==> src/rtl/fetch_unit_pkg.sv <==
// rtl/fetch_unit_pkg.sv - shared constants for the YASAC fetch stage
package fetch_unit_pkg;

    localparam int AW_DEF     = 8;
    localparam int DW_DEF     = 16;
    localparam int QDEPTH_DEF = 2;

    // Instruction field positions as seen by the decoder.
    localparam int OPCODE_MSB = 15;
    localparam int OPCODE_LSB = 11;
    localparam int RA_MSB     = 10;
    localparam int RA_LSB     = 8;
    localparam int K_MSB      = 7;
    localparam int K_LSB      = 0;
    localparam int RB_MSB     = 2;
    localparam int RB_LSB     = 0;

    localparam logic [15:0] NOP_INSTR = 16'h0000;

endpackage

==> src/rtl/fetch_queue.sv <==
// rtl/fetch_queue.sv - 2-entry prefetch FIFO holding {pc, instr}, flush beats push/pop
module fetch_queue
    import fetch_unit_pkg::*;
#(
    parameter int AW = AW_DEF,
    parameter int DW = DW_DEF
) (
    input  logic          clk,
    input  logic          reset_n,
    input  logic          flush,
    input  logic          push,
    input  logic          pop,
    input  logic [AW-1:0] push_pc,
    input  logic [DW-1:0] push_instr,
    output logic [AW-1:0] head_pc,
    output logic [DW-1:0] head_instr,
    output logic [1:0]    count
);

    logic [AW-1:0] pc_mem    [2];
    logic [DW-1:0] instr_mem [2];
    logic          rd_ptr;
    logic          wr_ptr;

    always_ff @(posedge clk or negedge reset_n) begin
        if (!reset_n) begin
            pc_mem[0]    <= '0;
            pc_mem[1]    <= '0;
            instr_mem[0] <= '0;
            instr_mem[1] <= '0;
        end else if (!flush && push) begin
            pc_mem[wr_ptr]    <= push_pc;
            instr_mem[wr_ptr] <= push_instr;
        end
    end

    always_ff @(posedge clk or negedge reset_n) begin
        if (!reset_n) begin
            rd_ptr <= 1'b0;
            wr_ptr <= 1'b0;
            count  <= 2'd0;
        end else if (flush) begin
            rd_ptr <= 1'b0;
            wr_ptr <= 1'b0;
            count  <= 2'd0;
        end else begin
            if (push) wr_ptr <= ~wr_ptr;
            if (pop)  rd_ptr <= ~rd_ptr;
            case ({push, pop})
                2'b10:   count <= count + 2'd1;
                2'b01:   count <= count - 2'd1;
                default: count <= count;
            endcase
        end
    end

    assign head_pc    = pc_mem[rd_ptr];
    assign head_instr = instr_mem[rd_ptr];

endmodule

==> src/rtl/fetch_unit.sv <==
// rtl/fetch_unit.sv - YASAC instruction fetch: fetch_pc, push/pop/redirect arbitration, output forcing
module fetch_unit
    import fetch_unit_pkg::*;
#(
    parameter int AW     = AW_DEF,
    parameter int DW     = DW_DEF,
    parameter int QDEPTH = QDEPTH_DEF
) (
    input  logic          clk,
    input  logic          reset_n,
    output logic [AW-1:0] code_addr,
    input  logic [DW-1:0] code_data,
    output logic [DW-1:0] ir,
    output logic [AW-1:0] ir_pc,
    output logic          ir_valid,
    input  logic          ir_ready,
    input  logic          redirect,
    input  logic [AW-1:0] redirect_addr,
    input  logic          halt,
    output logic [1:0]    q_count
);

    logic [AW-1:0] fetch_pc;
    logic [AW-1:0] head_pc;
    logic [DW-1:0] head_instr;
    logic [1:0]    count;
    logic          pop;
    logic          push;
    logic          full;

    assign full     = (count == 2'(QDEPTH));
    assign ir_valid = (count != 2'd0);
    assign pop      = ir_valid && ir_ready;
    // A pop during redirect is harmless: the queue's flush overrides it.
    assign push     = !halt && !redirect && (!full || pop);

    always_ff @(posedge clk or negedge reset_n) begin
        if (!reset_n) begin
            fetch_pc <= '0;
        end else if (redirect) begin
            fetch_pc <= redirect_addr;
        end else if (push) begin
            fetch_pc <= fetch_pc + AW'(1);
        end
    end

    fetch_queue #(
        .AW(AW),
        .DW(DW)
    ) u_queue (
        .clk        (clk),
        .reset_n    (reset_n),
        .flush      (redirect),
        .push       (push),
        .pop        (pop),
        .push_pc    (fetch_pc),
        .push_instr (code_data),
        .head_pc    (head_pc),
        .head_instr (head_instr),
        .count      (count)
    );

    assign code_addr = fetch_pc;
    assign q_count   = count;
    assign ir        = ir_valid ? head_instr : DW'(NOP_INSTR);
    assign ir_pc     = ir_valid ? head_pc : '0;

endmodule

==> config.mk <==
export PLATFORM = sky130hd
export DESIGN_NAME = fetch_unit
export DESIGN_NICKNAME = d
export VERILOG_FILES = /design/src/rtl/fetch_unit_pkg.sv /design/src/rtl/fetch_queue.sv /design/src/rtl/fetch_unit.sv
export SDC_FILE = /design/constraint.sdc
export NUM_CORES = 1
export LEC_CHECK = 0
export ABC_CLOCK_PERIOD_IN_PS = 2100
export CAP_MARGIN = 20
export CORE_MARGIN = 5
export CORE_UTILIZATION = 51
export DETAILED_ROUTE_END_ITERATION = 12
export HOLD_SLACK_MARGIN = 0.05
export PLACE_DENSITY = 0.88
export SLEW_MARGIN = 20
export SYNTH_ARGS = -nofsm -noshare
export SYNTH_HDL_FRONTEND = slang
export SYNTH_SLANG_ARGS = --single-unit
==> constraint.sdc <==
create_clock -name clk -period 2.1 [get_ports clk]
set_input_delay 0.63 -clock clk [delete_from_list [all_inputs] [get_ports clk]]
set_output_delay 0.63 -clock clk [all_outputs]
set_load 0.01 [all_outputs]
[Yosys cells after proc, flatten, opt, wreduce, memory -nomap -nowiden]
Cells that the tools add are included.
Storage, ports and cells
  register bits: 60
  word-level logic and storage cells: 56
Cells by class
  add/sub/neg operators: 3
  equal/unequal tests: 3
  reduce and logical (&&, ||, !) cells: 13
  multiplexer cells: 22
  bitwise logic cells: 4
  magnitude comparators: 3
Operators with widths (count)
  $mux W16: 5
  $mux W8: 7
  $bwmux W32: 1
  $bwmux W16: 1
  $demux W16 S1: 1
  $add A8 B1 Y8 const B: 1
  $demux W8 S1: 1
  $reduce_bool A2 Y1: 3
  $logic_and A1 B1 Y1: 5
  $eq A2 B2 Y1 const B: 2
  $ge A2 B2 Y1 const B: 2
  $mux W1: 4
  $not A1 Y2: 2
  $pmux W2 S2: 1
  $logic_not A1 Y1: 3
  $reduce_bool A3 Y1: 1
  $add A2 B1 Y2 const B: 1
  $eq A2 B1 Y1 const B: 1
  $lt A2 B1 Y1 const B: 1
  $mux W2: 1
  $not A1 Y1: 2
  $sub A2 B1 Y2 const B: 1
  $logic_or A1 B1 Y1: 1

[Depth between registers and ports, before layout]
Gate-level depths: netlist of the first run.
  word-level depth: 7
  mapped depth: 6

[Modules after synthesis]
Synthesis of the first run repeated with hierarchy kept, for this count alone.
Unflattened totals
  cell total of the unflattened synthesis: 231
  area, all modules: 3006.6 µm²
Modules (own cells, without submodules)
  fetch_queue: instances 1, area an instance 2293.4 µm², cells each 146
  fetch_unit: instances 1, area an instance 713.2 µm², cells each 85

[Worst setup path before layout of the first run]
OpenSTA, ideal clock, no wires.
  path kind: reg-to-output
  from: register u_queue.count[0]
  to: output port ir[10]
  setup slack: 0.216 ns
  stages on the path, launching flop included: 5
  path buffers: 2
  arrival time: 1.254 ns
  cell sequence: dfrtp_1 clkbuf_2 nor2_1 clkbuf_1 nor2_1
Between the ends
  longest elaborated chain between the ends: 2
RTL lines
  start, declared: RTL line fetch_queue.sv:17  | output logic [1:0] count
  start signal, assigned: RTL line fetch_queue.sv:50  | 2'b10: count <= count + 2'd1;
  start signal, assigned: RTL line fetch_queue.sv:51  | 2'b01: count <= count - 2'd1;
  start signal, assigned: RTL line fetch_queue.sv:52  | default: count <= count;
  $reduce_bool A2 Y1: RTL line fetch_unit.sv:32  | assign ir_valid = (count != 2'd0);
  $mux W16: RTL line fetch_unit.sv:65  | assign ir = ir_valid ? head_instr : DW'(NOP_INSTR);
  end, declared: RTL line fetch_unit.sv:13  | output logic [DW-1:0] ir,
Every way passes these cells.

[Worst setup path after layout of the first run]
  from: register u_queue.rd_ptr
  to: output port ir[14]
Between the ends
  longest elaborated chain between the ends: 5
RTL lines
  start, declared: RTL line fetch_queue.sv:22  | logic rd_ptr;
  start signal, assigned: RTL line fetch_queue.sv:48  | if (pop) rd_ptr <= ~rd_ptr;
  $not A1 Y2 (not written as such): RTL line fetch_queue.sv:58  | assign head_instr = instr_mem[rd_ptr];
  $mux W16 (not written as such) (3 in series): RTL line fetch_queue.sv:58
  $mux W16: RTL line fetch_unit.sv:65
Every way passes these cells. The select of a mux whose other input is x is not followed.

==> run metrics, run 1 <==
status finished clean; DR vias ~2.3k; Least-Margin Pin Slew approximately 0.53 ns; largest net degree at the start of global routing 25; Worst path max stage delay ~0.42 ns; Via-to-Cell Ratio roughly 5.7; clock skew 0.00442 ns; Synth cell types 35; Seq. cell area 1510 um2; filler cell count approximately 430; Post-Syn Area 3000 um2; Initial Util 0.515; max cap viols 0; die area approximately 7500 um2; Final Max Tran Viols 0; most frequent cells in the layout dfrtp_1 (55), clkdlybuf4s50_1 (35), nor2_1 (30), mux2_2 (27), mux2_4 (21); htree depth 3; Synth Area per Inst approximately 13 um2; Critical R2R Capture u_queue.instr_mem[15]; YS warnings 0; nets 354; fmax 485 MHz; # hold bufs at CTS 0; Critical-path top delay cell dfrtp_2; ratio of cells with drive above 1 in the final layout 0.402; CP Capture Type output port; Multi-input gate area about 1400 um2; CP Max Fanout 9; Synth top area share 0.501; Crit Path Category flop to output port; CP Launch Type flop; first-pass GRT wire length 11.7 mm; minimum clock period after layout about 2.1 ns; number of buffers created by CTS 9; Post-DRT Antenna Nets 0; Leak 1.78 nW; #FFs+latches synth 60; area leader, netlist dfrtp_1; Finished Layout Cells about 400; reg2reg setup slack 0.17 ns; CTS tree done; RD Place Congestion between 0.8 and 0.9; Core ar. slightly below 6000 um2; top-level I/O count 64; Setup WS pre-CTS -0.239 ns; Die Ht 86.7 um; Inst Count DP ~380; maximum vdd drop 397 uV; Residual DRC 0; area delta synth->final 34.1%; fin crit share 0.981; grt total ovfl 0; CTS Root Cell clkbuf_8; post-DP HPWL approximately 4.8 mm; GRT Resource Usage Total 0.205; FF-to-FF path depth 6; antenna violations before repair 0; Req. time, crit path between 1 and 1.5 ns; syn nets 268; CTS Buffer Depth 2; wire per inst approximately 19 um; Initial DRC Count about 180; clk slew on worst S/H paths about 0.060 ns; Fin. Hold Viols 0; Ant. Diodes 0; RSZ-0062 raised after global routing yes; Final Worst Setup Slack approximately 0.04 ns; number of global-route vias before repair 2309; Setup violations, final 0; RR Startpoint u_queue.count[1]; sequential cell area fraction in the yosys report 0.501; CTS Sinks 60; Min-Delay Path Class input pin to async pin; First-pass DRT Iterations 4; PwrDens 846 nW/um2; ranking of synthesized cells by area dfrtp_1 (50%), mux2_4 (11%), mux2_2 (10%), mux2i_1 (8.0%), nor2_1 (4.0%); slew margin rel. 0.645; PortBufs 63; worst endpoint data arrival time 1.43 ns; leading cell type in the layout, fill and taps excluded dfrtp_1; worst-skew pair later-pin latency about 0.34 ns; Mapped Cells 238; final wirelength ~7.6 mm; critical path cell sequence buf_12 > buf_6 > mux2i_1 > nor2_1 > buf_2; row cnt 28; die width 86.7 um
worst max path at each step:
| stage | depth (start not counted) | end | slack, ns | from |
|---|---|---|---|---|
| after floorplan | 4 | ir[10] | 0.22 | u_queue.count[0] |
| after global placement | 5 | u_queue.instr_mem[9] | -0.18 | halt |
| after detailed placement | 5 | u_queue.instr_mem[15] | -0.24 | halt |
| after CTS | 5 | ir_pc[6] | -0.12 | u_queue.rd_ptr |
| after global routing | 5 | ir[14] | -0.03 | u_queue.rd_ptr |
| final | 5 | ir[14] | 0.04 | u_queue.rd_ptr |
flip-flops by register name (all words and copies together) (netlist names):
| register | count |
|---|---|
| u_queue.count | 2 |
| u_queue.rd_ptr | 1 |
| code_addr | 8 |
| u_queue.instr_mem | 32 |
| u_queue.wr_ptr | 1 |
| u_queue.pc_mem | 16 |
cell type report:
cell class	instances	share of cell area
flip-flops and latches	60	0.375
multi-input cells	157	0.348
repair buffers	91	0.207
clock buffers	13	0.0395
well taps	75	0.0233
inverters	5	0.00467
clock inverters	2	0.00249
kinds of logic (layout without fill, tap and decap cells):
kind of cell	count (synthesis)	in the layout	synth area share
mux	72	72	0.287
xor+xnor	1	1	0.00292
compound gates	21	21	0.0472
simple gates	62	62	0.118
buf+inv	21	111	0.0405
fa+ha+maj	1	1	0.00417
flops	60	60	0.501
critical path: cells and delay by family, from the launching register on:
kind | cells | cell delay, ns
flip-flops | 1 | 0.42
buffers and inverters | 3 | 0.41
multiplexers | 1 | 0.20
AND/OR/NAND/NOR | 1 | 0.05
report_power, final:
part / switching (mW) / leakage, nW / internal [mW]
sequential: 0.197 / 0.712 / 1.41
clock: 0.413 / 0.0893 / 0.482
combinational: 0.351 / 0.982 / 0.545
per-stage QoR:
stage,cell area [um2],utilization,TNS [ns],power (mW),hold WS (ns)
final,4020,0.691,0,3.40,0.269
after global routing,4020,0.691,-0.0479,3.57,0.293
after CTS,4010,0.689,-0.350,3.38,0.266
after detailed placement,3810,0.655,-10.33,2.47,0.495
after global placement,3810,0.655,-8.16,2.41,0.488
after floorplan,3000,-,0,2.08,0.334
cell usage after synthesis:
cell,n
mux2i_1,24
o31ai_1,4
mux2_2,27
a31o_2,2
a31oi_1,5
or4_1,7
nand2_1,8
clkbuf_1,6
o311ai_1,1
dfrtp_1,60
nor3b_4,1
xor2_1,1
nand4bb_1,1
nor2_1,32
buf_2,3
inv_1,5
buf_6,4
a21oi_1,3
nand4b_1,2
or4b_2,1
or3_1,1
nor4b_4,1
mux2_4,21
buf_4,2
nor3_1,2
nor2b_1,1
o41ai_1,1
nand2b_1,1
nor4_4,1
and3b_1,1
nand3_1,2
clkbuf_2,1
o21ai_0,3
o211ai_1,2
ha_1,1
what timing repair did:
item / 4_1_cts / 5_1_grt
buffers inserted: 3 / 4
pin swaps: 4 / 3
cloned: 2 / 1
resized for setup: 66 / 40
setup endpoints to repair: 25 / 30
metal layers:
metal / routed length [um] / global-route usage / vias up
met2: 3780 / 0.344 / 97
met5: 0 / 0 / -
met1: 3190 / 0.258 / 1148
met3: 537 / 0.0504 / 14
met4: 115 / 0.0694 / 0
li1: - / - / 1022
Power figures use the tool's default switching activity.
==> inputs of run 2 (changes only) <==
--- a/config.mk
+++ b/config.mk
@@ -8,5 +8,5 @@
 export ABC_CLOCK_PERIOD_IN_PS = 2100
 export CAP_MARGIN = 20
-export CORE_MARGIN = 5
+export CORE_MARGIN = 4
 export CORE_UTILIZATION = 51
 export DETAILED_ROUTE_END_ITERATION = 12
==> constraint.sdc (replaced) <==
create_clock -name clk -period 2.1 [get_ports clk]
set_input_delay 0.63 -clock clk [delete_from_list [all_inputs] [get_ports clk]]
set_output_delay 0.63 -clock clk [all_outputs]
set_load 0.05 [all_outputs]
==> run metrics, run 2 (same netlist as run 1, synthesis figures left out) <==
status finished clean; number of buffers created by CTS 9; CP Capture Type output port; Req. time, crit path around 1.5 ns; Least-Margin Pin Slew 0.499 ns; Residual DRC 0; Comb pwr share 0.352; worst endpoint data arrival time 1.45 ns; max reg flops 32; antenna violations before repair 0; clk slew on worst S/H paths 0.06 ns; tightest hold margin between 0.2 and 0.3 ns; First-pass DRT Iterations 4; clock skew 0.00621 ns; RSZ-0062 raised after global routing yes; Ant. Diodes 0; metal3 WL 441 um; Reg power frac 0.417; Setup violations, final 0; DR vias roughly 2.3k; highest routed metal layer met4; P_sw 1.25 mW; top-level I/O count 64; CTS Root Cell clkbuf_8; area delta synth->final 48.3%; clock network fraction of total power 0.231; CTS tree done; CTS Sinks 60; Final Max Tran Viols 0; Leak around 1.8 nW; met2 routed WL just under 4 mm; Fin. Hold Viols 0; number of global-route vias before repair between 2k and 2.5k; Total Power between 3 and 4 mW; filler cell count 326; post-DP HPWL about 4.9 mm; Seq. cell area about 1500 um2; CP Max Fanout 16; ratio of cells with drive above 1 in the final layout 0.492; PwrDens a little under 900 nW/um2; Crit Path Category flop to output port; CTS Buffer Depth 2; Min-Delay Path Class input pin to async pin; worst-skew pair later-pin latency 0.32 ns; minimum clock period after layout roughly 2.1 ns; first-pass GRT wire length 12.0 mm; M1 wire length about 3.0 mm; CP Launch Type flop; Die Ht 84.7 um; final wirelength approximately 7.5 mm; Pint between 2 and 3 mW; grt total ovfl 0; GRT Resource Usage Total 0.211; setup TNS 0 ns; Biggest register u_queue.instr_mem; largest net degree at the start of global routing 26; RD Place Congestion between 0.9 and 1; nets between 300 and 400; most frequent cells in the layout dfrtp_1 (58), buf_12 (30), mux2_2 (27), clkdlybuf4s50_1 (27), buf_4 (25); Initial DRC Count 144; Multi-input gate area ~1500 um2; Via-to-Cell Ratio around 5.7; Post-DRT Antenna Nets 0; utilization after layout 0.793; row cnt 27; Net Sw Frac 0.324; htree depth 3; wire per inst around 19 um; leading cell type in the layout, fill and taps excluded dfrtp_1; PortBufs 63; maximum vdd drop about 430 uV; Core ar. approximately 5600 um2; Initial Util 0.535; die width approximately 85 um; die area 7170 um2; fmax between 400 and 500 MHz; # hold bufs at CTS 0; max cap viols 0; fin crit share 0.990; slew margin rel. 0.667
==> run 2: cell types whose count changed in the layout (fill, tap and decap cells not counted), sizes merged <==
cell           before  now
buf                40   59
clkinv              2    0
clkbuf             27   16
clkdlybuf4s50      35   27
dlymetal6s2s        2    0
clkinvlp            0    1
==> run 2: stage by stage <==
step	area, um2	instances	setup slack [ns]
after floorplan	3110	238	-0.0601
after global placement	4120	374	-0.199
after detailed placement	4120	374	-0.229
after CTS	4320	389	-0.0154
after global routing	4450	397	-0.0409
final	4450	397	0.0206
==> run 2: repair_timing <==
item                                   CTS  global route
endpoints found under the hold margin    0             0
resized for setup                        7             5
setup endpoints to repair               10            22
buffers inserted                         0             5
pin swaps                                0             1
gates cloned                             0             3
==> run 2: power groups by stage <==
stage	Combinational [mW]	Sequential (mW)	Clock, mW
5_1_grt	1.44	1.64	0.965
2_1_floorplan	0.767	1.61	0
6_report	1.36	1.61	0.891
4_1_cts	1.31	1.61	0.908
3_5_place_dp	1.29	1.61	0
3_3_place_gp	1.25	1.58	0
==> run 2: path summary, 6_finish.rpt <==
kind	start	end	slack [ns]	cells after the start
setup / recovery	u_queue.rd_ptr	ir[6]	0.02	4
hold / removal	reset_n	u_queue.instr_mem[24]	0.27	1
setup reg to reg	u_queue.count[1]	u_queue.pc_mem[13]	0.29	6
hold reg to reg	u_queue.pc_mem[4]	u_queue.pc_mem[4]	0.51	1
max in group asynchronous	reset_n	u_queue.count[1]	1.17	2
min in group clk	u_queue.pc_mem[4]	u_queue.pc_mem[4]	0.51	1
==> run 2: critical path, cell delays in order, from the launching register on <==
cell	delay (ns)
dfrtp_1	0.40
buf_12	0.20
mux2i_1	0.32
nor2_4	0.06
buf_12	0.15
==> run 2: metal layers <==
layer / track usage / up-vias
li1: - / 1020
met1: 0.261 / 1134
met2: 0.374 / 91
met3: 0.0393 / 11
met4: 0.0590 / 0
met5: 0 / -
==> run 2: area by class of cell <==
type	count	share of cell area
multi-input cells	157	0.341
flip-flops and latches	60	0.338
repair buffers	88	0.258
clock buffers	14	0.0366
well taps	72	0.0203
inverters	5	0.00422
clock inverters	1	0.00169
==> inputs of run 3 (changes only) <==
CELL_PAD_IN_SITES_DETAIL_PLACEMENT = 1   (was not set)
CELL_PAD_IN_SITES_GLOBAL_PLACEMENT = 1   (was not set)
CORE_UTILIZATION = 40   (was 51)
PLACE_DENSITY = 0.87   (was 0.88)
==> run metrics, run 3 (same netlist as run 1, synthesis figures left out) <==
Residual DRC 0; Ant. Diodes 0; CTS Root Cell clkbuf_8; Setup violations, final 10; CP Capture Type output port; slew margin rel. 0.744; Min-Delay Path Class input pin to async pin; CTS Sinks 60; Req. time, crit path between 1 and 1.5 ns; max reg flops 32; tightest hold margin roughly 0.29 ns; Post-Place Cell Area 4150 um2; Setup WS pre-CTS -0.273 ns; Crit Path Category flop to output port; wire per inst 21.4 um; most frequent cells in the layout dfrtp_1 (57), buf_4 (29), buf_12 (29), mux2_2 (27), clkdlybuf4s50_1 (25); setup TNS -0.165 ns; top-level I/O count 64; PortBufs 63; DR vias 2286; Biggest register u_queue.instr_mem; die width approximately 95 um; row cnt 31; Initial Util 0.413; worst endpoint data arrival time ~1.5 ns; Initial DRC Count 81; grt total ovfl 0; clock skew between 0.009 and 0.01 ns; FF-to-FF path depth 7; Die Ht between 90 and 100 um; CTS Buffer Depth 2; CP Launch Type flop; Leak around 1.9 nW; post-DP HPWL between 5 and 6 mm; Fin. Hold Viols 0; First-pass DRT Iterations 4; reg2reg setup slack 0.17 ns; Final Worst Setup Slack -0.0309 ns; fin crit share 1.01; final wirelength about 9 mm; GRT Resource Usage Total 0.198; maximum vdd drop between 400 and 500 uV; Via-to-Cell Ratio between 5 and 6; violations in the final reports negative setup slack; number of buffers created by CTS 9; fmax 469 MHz; first-pass GRT wire length approximately 13 mm; Final Cell Area 4610 um2; antenna violations before repair 0; CTS tree done; Post-DRT Antenna Nets 0; max cap viols 0; htree depth 3; RD Place Congestion 0.851; CP Max Fanout 12; Final Max Tran Viols 0; Least-Margin Pin Slew between 0.3 and 0.4 ns; die area just under 9000 um2; PwrDens about 900 nW/um2; leading cell type in the layout, fill and taps excluded dfrtp_1; Critical R2R Capture u_queue.instr_mem[31]; worst-skew pair later-pin latency 0.33 ns; largest net degree at the start of global routing 61; nets 355; area delta synth->final 53.8%; RR Startpoint u_queue.count[1]; ratio of cells with drive above 1 in the final layout 0.545; minimum clock period after layout about 2.1 ns; clk slew on worst S/H paths 0.07 ns; Core ar. just over 7000 um2; number of global-route vias before repair roughly 2.6k; status finished, violations left; RSZ-0062 raised after global routing yes
## run 3: timing repair
action	CTS	global route
gates resized for setup	10	19
endpoints found under the hold margin	0	0
setup endpoints to repair	25	32
pin swaps	1	5
hold buffers	0	0
setup buffers	1	6
cloned	1	3
## run 3: layout make-up
| type | count | area (um2) |
|---|---|---|
| multi-input combinational | 157 | 1570 |
| timing repair buffer | 92 | 1190 |
| clock inverter | 4 | 47.5 |
| sequential | 60 | 1510 |
| inverter | 5 | 18.8 |
| fill | 720 | 2640 |
| clock buffer | 12 | 155 |
| tap | 99 | 124 |
## run 3: critical path, cell delays in order (launching register included)
cell and delay [ns]:
dfrtp_2 0.45, buf_12 0.20, mux2i_2 0.29, nor2_4 0.08, buf_12 0.15
## run 3: how the worst max path moves through the flow
stage | startpoint | to | slack (ns)
finish | u_queue.rd_ptr | ir[12] | -0.03
detailed placement | ir_ready | u_queue.instr_mem[30] | -0.27
global route | u_queue.rd_ptr | ir[7] | -0.10
global placement | redirect | u_queue.instr_mem[11] | -0.25
floorplan | u_queue.count[0] | ir[13] | -0.06
CTS | u_queue.rd_ptr | ir_pc[6] | -0.07
## run 3: per-stage QoR
| stage | utilization | power (mW) | cells |
|---|---|---|---|
| after floorplan | - | 2.37 | 238 |
| after detailed placement | 0.573 | 2.91 | 402 |
| after CTS | 0.609 | 4.02 | 420 |
| final | 0.636 | 4.14 | 429 |
| after global placement | 0.573 | 2.83 | 402 |
| after global routing | 0.636 | 4.31 | 429 |
## run 3: per-layer routing
metal | GRT usage | routed length, um
met5 | 0 | 0
met4 | 0.0601 | 44
met3 | 0.0335 | 339
met2 | 0.363 | 5110
met1 | 0.235 | 3670
## run 3: power breakdown
group | internal [mW] | total, mW | switching (mW) | leakage, nW
clock | 0.610 | 1.06 | 0.454 | 0.102
sequential | 1.41 | 1.64 | 0.232 | 0.713
combinational | 0.751 | 1.43 | 0.677 | 1.10
total | 2.77 | 4.14 | 1.36 | 1.92
